File: src/rtl/hazard_pkg.sv
// Shared types and widths for the pipeline hazard controller.
package hazard_pkg;

  typedef enum logic [1:0] {
    RUN        = 2'd0,
    LOAD_STALL = 2'd1,
    BR_FLUSH   = 2'd2,
    MEM_WAIT   = 2'd3
  } ctrl_state_t;

  localparam logic [4:0] REG_ZERO = 5'd0;

  // Bubble/flush counter covers 1..3, wait counter covers up to 255 cycles.
  localparam int CNT_W  = 2;
  localparam int WAIT_W = 8;

  localparam int STALL_CNT_W = 32;
  localparam int FLUSH_CNT_W = 16;
  localparam int MWAIT_CNT_W = 32;

endpackage

File: src/rtl/hazard_detect.sv
// Combinational producer/consumer register match; the same compare serves load-use and forwarding checks.
module hazard_detect
  import hazard_pkg::*;
(
  input  logic       prod_valid,
  input  logic [4:0] prod_dest,
  input  logic [4:0] src1,
  input  logic [4:0] src2,
  input  logic       uses_src2,
  output logic       hit
);

  assign hit = prod_valid && (prod_dest != REG_ZERO) &&
               ((prod_dest == src1) || (uses_src2 && (prod_dest == src2)));

endmodule

File: src/rtl/hazard_pipe_ctrl.sv
// Mealy pipeline sequencer: memory wait > taken branch > load-use, acting in the detection cycle.
// Optional performance counters are built when HAZARD_PERF_CNT_EN is defined.
module hazard_pipe_ctrl
  import hazard_pkg::*;
#(
  parameter int LOAD_BUBBLES    = 1,
  parameter int BR_FLUSH_CYCLES = 1,
  parameter int MEM_TIMEOUT     = 255
) (
  input  logic       clk,
  input  logic       rst_n,
  input  logic [4:0] id_src1,
  input  logic [4:0] id_src2,
  input  logic       id_uses_src2,
  input  logic       idex_mem_r_en,
  input  logic [4:0] idex_dest,
  input  logic       br_taken,
  input  logic       mem_req,
  input  logic       mem_ready,
  output logic       pc_write_en,
  output logic       ifid_write_en,
  output logic       ifid_flush,
  output logic       idex_write_en,
  output logic       idex_flush,
  output logic       pipe_freeze,
  output logic       mem_timeout,
  output logic [1:0] ctrl_state
`ifdef HAZARD_PERF_CNT_EN
  ,
  output logic [STALL_CNT_W-1:0] stall_cycles,
  output logic [FLUSH_CNT_W-1:0] flush_events,
  output logic [MWAIT_CNT_W-1:0] mem_wait_cycles
`endif
);

  localparam logic [CNT_W-1:0]  LB_RELOAD = CNT_W'(LOAD_BUBBLES - 1);
  localparam logic [CNT_W-1:0]  BR_RELOAD = CNT_W'(BR_FLUSH_CYCLES - 1);
  localparam logic [WAIT_W-1:0] TO_LIMIT  = WAIT_W'(MEM_TIMEOUT);

  ctrl_state_t       state_q, state_d, saved_state_q, saved_state_d, eff_state;
  logic [CNT_W-1:0]  cnt_q, cnt_d, saved_cnt_q, saved_cnt_d, eff_cnt;
  logic [WAIT_W-1:0] wait_q, wait_d;
  logic              timeout_q, timeout_d;
  logic              load_use, mem_stall, abort;
  logic              pc_we, ifid_we, idex_we, ifid_fl, idex_fl, freeze;

  hazard_detect u_load_use (
    .prod_valid (idex_mem_r_en),
    .prod_dest  (idex_dest),
    .src1       (id_src1),
    .src2       (id_src2),
    .uses_src2  (id_uses_src2),
    .hit        (load_use)
  );

  assign mem_stall = mem_req && !mem_ready;

  always_comb begin
    state_d       = state_q;
    cnt_d         = cnt_q;
    wait_d        = wait_q;
    saved_state_d = saved_state_q;
    saved_cnt_d   = saved_cnt_q;
    timeout_d     = timeout_q;
    eff_state     = state_q;
    eff_cnt       = cnt_q;
    abort         = 1'b0;
    pc_we         = 1'b1;
    ifid_we       = 1'b1;
    idex_we       = 1'b1;
    ifid_fl       = 1'b0;
    idex_fl       = 1'b0;
    freeze        = 1'b0;

    // Leaving MEM_WAIT resumes the interrupted sequence within the same cycle.
    if (state_q == MEM_WAIT) begin
      if (!mem_stall) begin
        eff_state = saved_state_q;
        eff_cnt   = saved_cnt_q;
      end else if (wait_q == TO_LIMIT) begin
        abort     = 1'b1;
        eff_state = RUN;
        eff_cnt   = '0;
        timeout_d = 1'b1;
      end
    end

    if (mem_stall && !abort) begin
      pc_we   = 1'b0;
      ifid_we = 1'b0;
      idex_we = 1'b0;
      freeze  = 1'b1;
      if (state_q != MEM_WAIT) begin
        saved_state_d = state_q;
        saved_cnt_d   = cnt_q;
        state_d       = MEM_WAIT;
        wait_d        = WAIT_W'(1);
      end else begin
        wait_d = wait_q + WAIT_W'(1);
      end
    end else begin
      wait_d = '0;
      if (br_taken) begin
        ifid_fl = 1'b1;
        idex_fl = 1'b1;
        if (BR_FLUSH_CYCLES > 1) begin
          state_d = BR_FLUSH;
          cnt_d   = BR_RELOAD;
        end else begin
          state_d = RUN;
          cnt_d   = '0;
        end
      end else if (eff_state == BR_FLUSH) begin
        ifid_fl = 1'b1;
        idex_fl = 1'b1;
        state_d = (eff_cnt == CNT_W'(1)) ? RUN : BR_FLUSH;
        cnt_d   = eff_cnt - CNT_W'(1);
      end else if (eff_state == LOAD_STALL) begin
        pc_we   = 1'b0;
        ifid_we = 1'b0;
        idex_fl = 1'b1;
        state_d = (eff_cnt == CNT_W'(1)) ? RUN : LOAD_STALL;
        cnt_d   = eff_cnt - CNT_W'(1);
      end else if (load_use) begin
        pc_we   = 1'b0;
        ifid_we = 1'b0;
        idex_fl = 1'b1;
        if (LOAD_BUBBLES > 1) begin
          state_d = LOAD_STALL;
          cnt_d   = LB_RELOAD;
        end else begin
          state_d = RUN;
          cnt_d   = '0;
        end
      end else begin
        state_d = RUN;
        cnt_d   = '0;
      end
    end
  end

  always_ff @(posedge clk or negedge rst_n) begin
    if (!rst_n) begin
      state_q       <= RUN;
      cnt_q         <= '0;
      wait_q        <= '0;
      saved_state_q <= RUN;
      saved_cnt_q   <= '0;
      timeout_q     <= 1'b0;
    end else begin
      state_q       <= state_d;
      cnt_q         <= cnt_d;
      wait_q        <= wait_d;
      saved_state_q <= saved_state_d;
      saved_cnt_q   <= saved_cnt_d;
      timeout_q     <= timeout_d;
    end
  end

  // Under reset the pipe is held with NOPs loaded and nothing advancing.
  assign pc_write_en   = rst_n && pc_we;
  assign ifid_write_en = rst_n && ifid_we;
  assign idex_write_en = rst_n && idex_we;
  assign ifid_flush    = !rst_n || ifid_fl;
  assign idex_flush    = !rst_n || idex_fl;
  assign pipe_freeze   = rst_n && freeze;
  assign mem_timeout   = timeout_q;
  assign ctrl_state    = state_q;

`ifdef HAZARD_PERF_CNT_EN
  logic bubble_cyc, branch_acc;

  assign bubble_cyc = !pc_we && !freeze;
  assign branch_acc = br_taken && !freeze;

  always_ff @(posedge clk or negedge rst_n) begin
    if (!rst_n) begin
      stall_cycles    <= '0;
      flush_events    <= '0;
      mem_wait_cycles <= '0;
    end else begin
      if (bubble_cyc && (stall_cycles != '1))
        stall_cycles <= stall_cycles + STALL_CNT_W'(1);
      if (branch_acc && (flush_events != '1))
        flush_events <= flush_events + FLUSH_CNT_W'(1);
      if (freeze && (mem_wait_cycles != '1))
        mem_wait_cycles <= mem_wait_cycles + MWAIT_CNT_W'(1);
    end
  end
`endif

endmodule

File: config.mk
export PLATFORM = sky130hd
export DESIGN_NAME = hazard_pipe_ctrl
export DESIGN_NICKNAME = d
export VERILOG_FILES = /design/src/rtl/hazard_pkg.sv /design/src/rtl/hazard_detect.sv /design/src/rtl/hazard_pipe_ctrl.sv
export SDC_FILE = /design/constraint.sdc
export NUM_CORES = 1
export LEC_CHECK = 0
export BUFFER_PORTS_ARGS = -buffer_cell sky130_fd_sc_hd__buf_2
export CELL_PAD_IN_SITES_DETAIL_PLACEMENT = 0
export CELL_PAD_IN_SITES_GLOBAL_PLACEMENT = 1
export CORE_UTILIZATION = 41
export DETAILED_ROUTE_END_ITERATION = 10
export PLACE_DENSITY_LB_ADDON = 0.25
export SYNTH_ARGS = -nofsm -noshare
export SYNTH_HDL_FRONTEND = slang
export SYNTH_HIERARCHICAL = 1
export SYNTH_SLANG_ARGS = --single-unit
File: constraint.sdc
create_clock -name clk -period 4 [get_ports clk]
set_input_delay 0.8 -clock clk [delete_from_list [all_inputs] [get_ports clk]]
set_output_delay 0.8 -clock clk [all_outputs]
set_load 0.01 [all_outputs]
==> summary.md <==
| Metric | Value |
|---|---|
| Final setup margin | `0.785 ns` |
| Post-Route WL | `2.30 mm` |
| FF-to-FF setup slack | `2.00 ns` |
| Critical R2R Capture | `ctrl_state[1]` |
| First drt pass iteration count | `4` |
| Post-synthesis instance total | `120` |
| Skew final | `0.00122 ns` |
| 1st-iter DRT viols | `16` |
| Wire per inst | `12.9 um` |
| GRT overflow | `0` |
| RR Startpoint | `wait_q[0]` |
| Reg2reg path depth | `8` |
| Commonest non-fill, non-tap cell in the layout | `buf_2` |
| Clock sink total | `17` |
| Worst-Skew Late Latency | `0.29 ns` |
| Placed Cells | `174` |
| Hold Path Class | `in2async` |
| CTS tree | `done` |
| CP bufs+invs | `2` |
| WP data required | `3.20 ns` |
| Setup crit start kind | `primary input` |
| Nets | `173` |
| Worst path cell trace | `buf_2 > xor2_1 > nor4_2 > nand3_1 > a21oi_1 > nand2b_1 > a31oi_1 > o311a_1 > buf_2` |
| Final Hold Fails | `0` |
| Antenna violations before repair | `0` |
| Setup-failing EPs final | `0` |
| Largest fanout on the critical path | `4` |
| Initial core utilization | `44.4%` |
| Cell leakage power | `0.586 nW` |
| PortBufs | `30` |
| Post-route DRC | `0` |
| Largest net degree at the start of global routing | `22` |
| Power Dens Cells | `299 nW/um^2` |
| Clock transition at path regs | `0.09 ns` |
| Yosys top cell by area | `dfrtp_1` |
| Synth warn | `6` |
| Die Area | `2970 sq um` |
| Fill count | `247` |
| TritonCTS buffer count | `3` |
| Vias in the first global route | `906` |
| TNS Setup | `0 ns` |
| WHS | `0.440 ns` |
| WS Path Type | `in2out` |
| Commonest cells after routing, fill and taps aside | `buf_2 (30), nor2_1 (18), dfrtp_1 (17)` |
| Final worst path period share | `80.4%` |
| WP data arrival | `2.41 ns` |
| Diode count | `0` |
| Num ports | `31` |
| Layout area overhead | `14.2%` |
| FP Rows | `18` |
| Die height | `54.5 um` |
| Die extent in x | `54.5 um` |
| Library cells used by synthesis | `38` |
| Area contributors post-synth | `dfrtp_1 (38%), xor2_1 (7.7%), nor2_1 (6.0%)` |
| Register area share after synthesis | `37.6%` |
| Proportion of layout cells with a drive suffix above 1 | `30.4%` |
| Maxcap violations | `0` |
| Tmin final | `3.21 ns` |
| Synth Area per Inst | `9.43 sq um` |
| CP most frequent cell | `buf_2` |
| Root Buffer | `clkbuf_4` |
| Maximum clock path buffer count | `2` |
| Core box area | `2540 sq um` |
| Number of setup buffers added after CTS | `0` |
| Antenna Nets Post-Route | `0` |
| Synth top area share | `37.6%` |
| Post_cts resized | `0` |
| Worst Tran Pin Value | `0.485 ns` |
| Final Non-Filler Cells | `178` |
| # hold bufs at CTS | `0` |
| Slew headroom | `67.7%` |
| Max VDD drop | `0.211 mV` |
| GPL Wtd Cong | `0.785` |
| CP peak stage delay | `0.31 ns` |
| Total GRT Usage | `18.1%` |
| Kind of end point of the critical path | `output port` |
| Cell Area, Synth | `1130 sq um` |
| Worst path top cell family by delay | `compound AO/OA/AOI/OAI gates` |
| Synth Net Count | `144` |
| Yosys reg bits | `17` |
| Outcome | `completed` |
| Post-DP HPWL | `1.77 mm` |
| H-Tree Depth | `1` |
| RSZ-0062 raised after global routing | `false` |
| Slew Viols, Final | `0` |
| Vias | `956` |
| Peak Freq | `0.311 GHz` |
| Via density | `5.37` |
| Worst path slowest cell | `o311a_1` |
| Setup WS pre-CTS | `0.779 ns` |
| First-pass GRT wire length | `3.83 mm` |
[worst max path at each step]
stage | from | to | slack (ns) | cells after the start
3_3_place_gp | idex_dest[3] | ifid_write_en | 0.85 | 9
6_report | idex_dest[3] | pc_write_en | 0.79 | 9
5_1_grt | idex_dest[3] | ifid_write_en | 0.57 | 9
3_5_place_dp | idex_dest[3] | ifid_write_en | 0.78 | 9
2_1_floorplan | idex_dest[3] | pc_write_en | 0.98 | 8
4_1_cts | idex_dest[3] | pc_write_en | 0.78 | 9
[where the power goes]
group / leakage (nW) / internal (W) / switching, W
combinational: 0.346 / 0.0000439 / 0.0000473
clock: 0.0150 / 0.0000388 / 0.0000530
sequential: 0.226 / 0.000186 / 0.0000180
[final cells by class]
type                            instances  area (sq um)  area share, %
Timing Repair Buffer                   30           150           11.6
Tap cell                               30          37.5           2.91
Inverter                                2          7.51          0.581
Sequential cell                        17           425           32.9
Clock buffer                            4          26.3           2.03
Multi-Input combinational cell         95           644           49.9
[stage by stage]
stage                     power, W  utilization, %  instance area, sq um
after floorplan           0.000268               -                  1130
after global placement    0.000295            49.7                  1260
after detailed placement  0.000298            49.7                  1260
after CTS                 0.000392            50.7                  1290
after global routing      0.000411            50.7                  1290
final                     0.000387            50.7                  1290
[registers in the layout, indices dropped and copies added (netlist names)]
signal / flops
ctrl_state: 2
cnt_q: 2
mem_timeout: 1
wait_q: 8
saved_cnt_q: 2
saved_state_q: 2
[layer usage]
layer / wire (um) / vias up / part of all wire, % / global-route usage (%)
met5: 0 / - / 0 / 0
met4: 14 / 0 / 0.61 / 3.85
met3: 116 / 4 / 5.0 / 5.00
met2: 1110 / 30 / 48 / 31.7
met1: 1060 / 447 / 46 / 21.9
li1: - / 475 / - / -
[synth_stat cells]
cell / n
o21ai_0: 5
a41oi_4: 1
nor2b_2: 1
xor2_1: 10
and3_4: 1
nand2b_1: 3
nor4_2: 1
dfrtp_1: 17
ha_1: 2
o21ai_1: 2
o21bai_1: 1
a21oi_1: 3
nor4_1: 1
nor2_1: 18
a31oi_2: 1
a21o_1: 1
a211oi_1: 2
o311a_1: 1
a32oi_1: 1
nand3_1: 8
buf_4: 3
o21ai_2: 1
buf_2: 1
xnor2_1: 7
a211o_1: 1
and2_4: 2
and3_1: 4
mux2_2: 2
and2b_1: 1
buf_6: 1
inv_1: 2
o21a_1: 1
nor3_1: 1
a31oi_1: 2
buf_8: 1
or4_1: 1
nand2_1: 7
a31o_2: 2
[cells by family (layout without fill, tap and decap cells)]
family | count (synthesis) | after routing | synth area share [%]
flops | 17 | 17 | 37.6
simple gates | 49 | 49 | 22.5
compound gates | 25 | 25 | 17.1
xor+xnor | 17 | 17 | 13.2
fa+ha+maj | 2 | 2 | 2.21
mux | 2 | 2 | 1.99
buf+inv | 8 | 36 | 5.42
(Power assumes the default switching activity.)
